`config.mk`:
```
export PLATFORM = sky130hd
export DESIGN_NAME = multu8_flat
export DESIGN_NICKNAME = d
export VERILOG_FILES = /design/src/rtl/multu8_pkg.sv /design/src/rtl/multu8_if.sv /design/src/rtl/multu8_pp_sum4.sv /design/src/rtl/multu8.sv /design/src/flat_wrapper.sv
export SDC_FILE = /design/constraint.sdc
export NUM_CORES = 1
export LEC_CHECK = 0
export ABC_AREA = 1
export BUFFER_PORTS_ARGS = -buffer_cell sky130_fd_sc_hd__buf_2
export CAP_MARGIN = 5
export CORE_MARGIN = 3
export CORE_UTILIZATION = 50
export DETAILED_ROUTE_END_ITERATION = 7
export HOLD_SLACK_MARGIN = 0.06
export PLACE_DENSITY = 0.73
export SYNTH_ARGS = -nofsm -noshare
export SYNTH_HDL_FRONTEND = slang
export SYNTH_HIERARCHICAL = 1
export SYNTH_SLANG_ARGS = --single-unit
```
`constraint.sdc`:
```
create_clock -name clk -period 3.7 [get_ports clk]
set_clock_uncertainty 0.05 [all_clocks]
set_input_delay 0.185 -clock clk [delete_from_list [all_inputs] [get_ports clk]]
set_output_delay 0.185 -clock clk [all_outputs]
set_load 0.005 [all_outputs]
```
`src/rtl/multu8_pkg.sv`:
```
// multu8_pkg: shared widths, saturation limit and operand/product types for multu8
package multu8_pkg;
  localparam int OP_W = 8;
  localparam int PROD_W = 16;
  localparam logic [OP_W-1:0] OUT_MAX = 8'hFF;
  typedef logic [OP_W-1:0] operand_t;
  typedef logic [PROD_W-1:0] product_t;
endpackage

```
`src/rtl/multu8_if.sv`:
```
// multu8_if: operand/result handshake bundle between a producer and the multiplier
interface multu8_if;
  import multu8_pkg::*;
  logic in_valid;
  operand_t a;
  operand_t b;
  operand_t out;
  logic ovf;
  logic out_valid;
  modport master(output in_valid, a, b, input out, ovf, out_valid);
  modport slave(input in_valid, a, b, output out, ovf, out_valid);
endinterface

```
`src/rtl/multu8_pp_sum4.sv`:
```
// multu8_pp_sum4: sum of four shift-add partial products a<<(shift+i) gated by b[i]
module multu8_pp_sum4
  import multu8_pkg::*;
(
  input  operand_t     a_i,
  input  logic [3:0]   b_i,
  input  logic [2:0]   shift_i,
  output product_t     sum_o
);
  always_comb begin
    sum_o = '0;
    for (int i = 0; i < 4; i++)
      sum_o = sum_o + (b_i[i] ? (product_t'(a_i) << (shift_i + 3'(i))) : '0);
  end
endmodule

```
`src/rtl/multu8.sv`:
```
// multu8: 2-stage pipelined unsigned 8x8 multiplier reduced to 8 bits by saturation or wrap
module multu8
  import multu8_pkg::*;
#(
  parameter bit SATURATE = 1'b1
) (
  input logic       clk,
  input logic       rst,
  multu8_if.slave   bus
);
  product_t s_lo_d, s_hi_d, s_lo_q, s_hi_q, p;
  operand_t out_d, out_q;
  logic v1_q, ovf_d, ovf_q, vld_q;
  multu8_pp_sum4 u_lo (.a_i(bus.a), .b_i(bus.b[3:0]), .shift_i(3'd0), .sum_o(s_lo_d));
  multu8_pp_sum4 u_hi (.a_i(bus.a), .b_i(bus.b[7:4]), .shift_i(3'd4), .sum_o(s_hi_d));
  always_comb begin
    p = s_lo_q + s_hi_q;
    ovf_d = |p[PROD_W-1:OP_W];
    out_d = (SATURATE && ovf_d) ? OUT_MAX : p[OP_W-1:0];
  end
  // the data path runs every cycle; only the valid bit qualifies it
  always_ff @(posedge clk or posedge rst) begin
    if (rst) begin
      s_lo_q <= '0;
      s_hi_q <= '0;
      v1_q   <= 1'b0;
      out_q  <= '0;
      ovf_q  <= 1'b0;
      vld_q  <= 1'b0;
    end else begin
      s_lo_q <= s_lo_d;
      s_hi_q <= s_hi_d;
      v1_q   <= bus.in_valid;
      out_q  <= out_d;
      ovf_q  <= ovf_d;
      vld_q  <= v1_q;
    end
  end
  assign bus.out = out_q;
  assign bus.ovf = ovf_q;
  assign bus.out_valid = vld_q;
endmodule

```
`src/flat_wrapper.sv`:
```
// flat-port wrapper written by rule: the top's interface ports become plain ports
module multu8_flat import multu8_pkg::*;
#(
  parameter bit SATURATE = 1'b1
)
  (clk, rst, bus_in_valid, bus_a, bus_b, bus_out, bus_ovf, bus_out_valid);
  multu8_if bus_i ();
  input logic clk;
  input logic rst;
  input wire logic [$bits(bus_i.in_valid)-1:0] bus_in_valid;
  input wire logic [$bits(bus_i.a)-1:0] bus_a;
  input wire logic [$bits(bus_i.b)-1:0] bus_b;
  output wire logic [$bits(bus_i.out)-1:0] bus_out;
  output wire logic [$bits(bus_i.ovf)-1:0] bus_ovf;
  output wire logic [$bits(bus_i.out_valid)-1:0] bus_out_valid;
  assign bus_i.in_valid = bus_in_valid;
  assign bus_i.a = bus_a;
  assign bus_i.b = bus_b;
  assign bus_out = bus_i.out;
  assign bus_ovf = bus_i.ovf;
  assign bus_out_valid = bus_i.out_valid;
  multu8 #(.SATURATE(SATURATE)) u_core (.clk(clk), .rst(rst), .bus(bus_i));
endmodule
```
# Word level (Yosys, flattened, before mapping)
# Cells that the tools add are included.
# word_totals
regBits,39
inputBits,19
out_inout_bits,10
elab_cells,23
# op_classes
add_sub_neg,7
muxes,9
reduce_logical,1
# op_table
operator,count
$add A12 B16 Y16,1
$add A15 B15 Y16,1
$mux W8,2
$add A14 B14 Y15,1
$mux W15,1
$add A12 B13 Y14,1
$mux W14,1
$mux W13,1
$add A11 B11 Y12,1
$mux W12,1
$add A10 B10 Y11,1
$mux W11,1
$add A8 B9 Y10,1
$mux W10,1
$mux W9,1
$reduce_or A8 Y1,1

# Longest topological paths before layout
# depth
depth_word,4
depth_mapped,23
ltp_nobuf,20

# Cells and area by module
# The synthesis kept the hierarchy.
# modules_own_cells
mod,n_inst,cells_each,area_each_um2,seq_area_each_um2
multu8_pp_sum4 at u_core.u_hi,1,452,2735.1,0.0
multu8_pp_sum4 at u_core.u_lo,1,450,2645.0,0.0
multu8,1,251,2172.1,1076.0

# Worst setup path after synthesis
# No wires, ideal clock.
# synth_path
path_type,in2reg
startpoint,input bus_a[5]
endpoint,register u_core.s_hi_q[15]
setup_ps,116
t_arrival_ps,2623
required_time_ps,3534
slack_ps,910
cell_stages,17
n_path_buf,0
path_cell_list,inv_1 o21ai_0 nand2_1 nand2_1 inv_1 o22ai_2 fa_1 inv_1 fa_1 inv_1 ha_1 a21oi_1 nand2_1 a21oi_1 nand2_1 nand2_1 nand2_1
# synth_between
elab_chain_cells,4
word_cells_on_any_way,7
classes_between,3 x add/sub; 4 x mux
# synth_lines
element,line,source
"start, declared",flat_wrapper.sv:11,input wire logic [$bits(bus_i.a)-1:0] bus_a;
$mux W12 or $mux W13 (tied branches),multu8_pp_sum4.sv:13,sum_o = sum_o + (b_i[i] ? (product_t'(a_i) << (shift_i + 3'(i))) : '0);
$add A12 B13 Y14,multu8_pp_sum4.sv:13,
$add A14 B14 Y15,multu8_pp_sum4.sv:13,
$add A15 B15 Y16 (*),multu8_pp_sum4.sv:13,
via u_core.s_hi_d[15],multu8.sv:11,"product_t s_lo_d, s_hi_d, s_lo_q, s_hi_q, p;"
"end signal, assigned",multu8.sv:32,s_hi_q <= s_hi_d;
"end, declared",multu8.sv:11,
# Mark *: on every way through the listed nets, which the timed path passes. The rest lies on a longest branch.

# Worst setup path in the final report
# layout_path
startpoint,input bus_a[2]
endpoint,register u_core.s_lo_q[11]
# layout_between
elab_chain_cells,4
word_cells_on_any_way,7
classes_between,3 x add/sub; 4 x mux
# layout_lines
element,line,source
$mux W8 or $mux W9 (tied branches),multu8_pp_sum4.sv:13,
$add A8 B9 Y10,multu8_pp_sum4.sv:13,
$add A10 B10 Y11,multu8_pp_sum4.sv:13,
$add A11 B11 Y12 (*),multu8_pp_sum4.sv:13,
via u_core.s_lo_d[11],multu8.sv:11,
"end signal, assigned",multu8.sv:31,s_lo_q <= s_lo_d;
"end, declared",multu8.sv:11,
# Marked as above.

==> impl_metrics.tcl <==
set metrics [dict create \
    fin_setup_tns_ps 0 \
    hold_viol_final 0 \
    drive_gt1_frac 0.07973 \
    grt_max_degree 44 \
    slew_headroom 0.4975 \
    vias 6997 \
    hold_depth 0 \
    viasPerCell 5.134 \
    fin_cells 1363 \
    n_fill_cell 1493 \
    critical_path.max_stage_delay_ps 460 \
    dp.cells 1354 \
    cts_buffer_depth 2 \
    yosysWarnings 6 \
    status "finished, final reports clean" \
    final_nets 1308 \
    crit_arrival_ps 3190 \
    core_um2 14640 \
    initial_core_util 0.5157 \
    period_share 0.8267 \
    htree_levels 2 \
    die_w_um 128.9 \
    path_common_cell "nand2_1" \
    grt_first_pass_wirelength_um 31240 \
    dieArea_um2 16620 \
    post-cts-setup-buffers 0 \
    area_growth_pct 5.517 \
    critPathKind "input pin to register" \
    clock_sinks 43 \
    cts-root-buf "clkbuf_16" \
    p_per_area_nw_per_um2 432.7 \
    cts_tree "built" \
    tightest_slew_ps 751.0 \
    synth-seq-area-share 0.1425 \
    ir_worst_vdd_mv 0.2770 \
    clk_latency_ps 290 \
    cp.required_ps 3830 \
    crit_fanout 4 \
    ios 29 \
    ys_types 43 \
    drtPass1Iterations 5 \
    whs_ps 298.3 \
    n_antenna_cell 0 \
    slew_viol_final 0 \
    cpMaxStageDelayCell "fa_1" \
    grt_pass1_vias 6842 \
    wirelength_um 18310 \
    critPathLaunchType "input pin" \
    syn-mean-instance-area_um2 6.550 \
    cp.depth 17 \
    cts.repair.resized 0 \
    place_hpwl_um 15630 \
    cp-end-kind "register" \
    die_h_um 128.9 \
    synthesis.instances 1153 \
    clkTransAtPathRegs_ps 60 \
    ant_nets 0 \
    drtIter0Drc 429 \
    grtUsageTotal 0.2297 \
    grt-ovfl-total 0 \
    routedWlPerCell_um 13.43 \
    p_leak_uw 0.004645 \
    r2r_cells 10 \
    io_buffers 28 \
    crit_buf_inv 3 \
    core.rowCount 44 \
    synth-seq-cells 43 \
    fin_crit_ps 3059 \
    rsz0062_at_grt "no" \
    cap_violations 0 \
    drcViolationCount 0 \
    cts_hold_buf 2 \
    crit_chain "buf_2, inv_1, o21ai_0, nand2_1, nand2_1, inv_1, nor2_1, fa_1, fa_1, ha_1, or2_2, nand3_1, nand2_1, nand2_1, nand2_1, nand2_1, nand2_1" \
    min_path_type "register to register" \
    crit_family "adder cells" \
    antenna_found_initial 0 \
    final_util 0.5442 \
    finalSetupViolations 0 \
    place.gp.congestion 0.9654 \
    synth_area_um2 7552 \
    numCtsBuffers 5 \
    fmax_ghz 0.3269 \
]
-- cell type report --
type                       instances  area, um^2  share of cell area
clock buffer                       5       125.1             0.01570
clock inverter                     2       37.54            0.004710
inverter                         259       974.7              0.1223
multi-input combinational        839        5358              0.6723
sequential                        43        1076              0.1350
tap                              184       230.2             0.02889
timing repair buffer              31       167.7             0.02104
-- cell usage after synthesis, drive strengths merged --
master / number / area, um^2
nand2: 392 / 1519
inv: 259 / 974.7
nor2: 92 / 377.9
fa: 61 / 1221
nand3: 57 / 295.3
ha: 49 / 613.1
a21oi: 47 / 239.0
dfrtp: 43 / 1076
o22ai: 26 / 212.7
o21ai: 25 / 158.9
buf: 19 / 170.2
nand4: 16 / 100.1
xnor2: 16 / 185.2
xor2: 13 / 136.4
a22oi: 12 / 90.09
nor3: 7 / 35.03
or2: 5 / 31.28
nand3b: 3 / 35.03
o32ai: 3 / 26.28
and2: 2 / 12.52
clkbuf: 2 / 7.510
conb: 2 / 7.510
nand2b: 2 / 27.53
-- final timing paths --
path	startpoint	to	slack, ps
max	bus_a[2]	u_core/s_lo_q[11]	640
min	u_core/v1_q	u_core/bus.out_valid	300
max reg2reg	u_core/s_lo_q[0]	u_core/bus.out[6]	1550
min reg2reg	u_core/v1_q	u_core/bus.out_valid	300
max in group asynchronous	rst	u_core/bus.out[4]	2720
min in group asynchronous	rst	u_core/bus.out_valid	490
-- layout by cell type, fill, tap and decap left out, types with 3 or more instances in the layout --
cell	n
o21ai_2	9
nand3_1	55
nor2_4	3
nand4_1	16
inv_2	6
xnor2_1	13
nand2_4	4
o22ai_1	18
a21oi_1	46
xor2_2	3
dfrtp_1	43
a22oi_1	12
buf_2	28
ha_1	49
o32ai_1	3
o21ai_0	5
o22ai_2	8
inv_1	251
conb_1	11
xor2_1	10
fa_1	61
or2_2	4
nor2_1	85
o21ai_1	11
nand2_2	7
nor2_2	4
nor3_1	7
clkbuf_16	5
nand2_1	381
-- metrics by stage --
stage | area (um^2) | total power [uW] | setup WS, ps
finish | 7969 | 3449 | 641.2
global route | 7969 | 3828 | 452.0
CTS | 7969 | 3390 | 707.6
detailed placement | 7786 | 2880 | 412.5
global placement | 7786 | 2847 | 430.0
floorplan | 7586 | 2455 | 910.5
-- logic make-up after synthesis --
group                      count (synthesis)  synth area share
and+or+nand+nor                          576            0.3222
buffers and inverters                    280            0.1526
AOI/OAI and AO/OA                        113           0.09626
adders and majority gates                110            0.2429
DFF                                       43            0.1425
xor gates and xnor gates                  29           0.04258
other                                      2         0.0009944
-- routing by layer --
metal | track usage | wire [um] | vias to the layer above
met5 | 0 | 0 | -
met4 | 0.07844 | 562 | 0
met3 | 0.02615 | 1039 | 40
met2 | 0.3939 | 8651 | 226
met1 | 0.3016 | 8055 | 3185
li1 | - | - | 3546
-- worst reg2reg max path, delay by kind of cell, from the launching register on --
kind	cells	cell delay [ps]
adders and majority gates	2	670
DFF	1	370
and+or+nand+nor	8	920
-- power breakdown --
group / switching (uW) / leakage, uW / internal [uW]
clock: 178 / 0.0000759 / 314
sequential: 69.4 / 0.000508 / 606
combinational: 1480 / 0.00406 / 803
total: 1730 / 0.00465 / 1720
-- flip-flops by register name, indices dropped and copies added (netlist names) --
signal,count
u_core/s_lo_q,16
u_core/bus.out,8
u_core/bus.ovf,1
u_core/s_hi_q,16
u_core/bus.out_valid,1
u_core/v1_q,1
(Power assumes the default switching activity.)
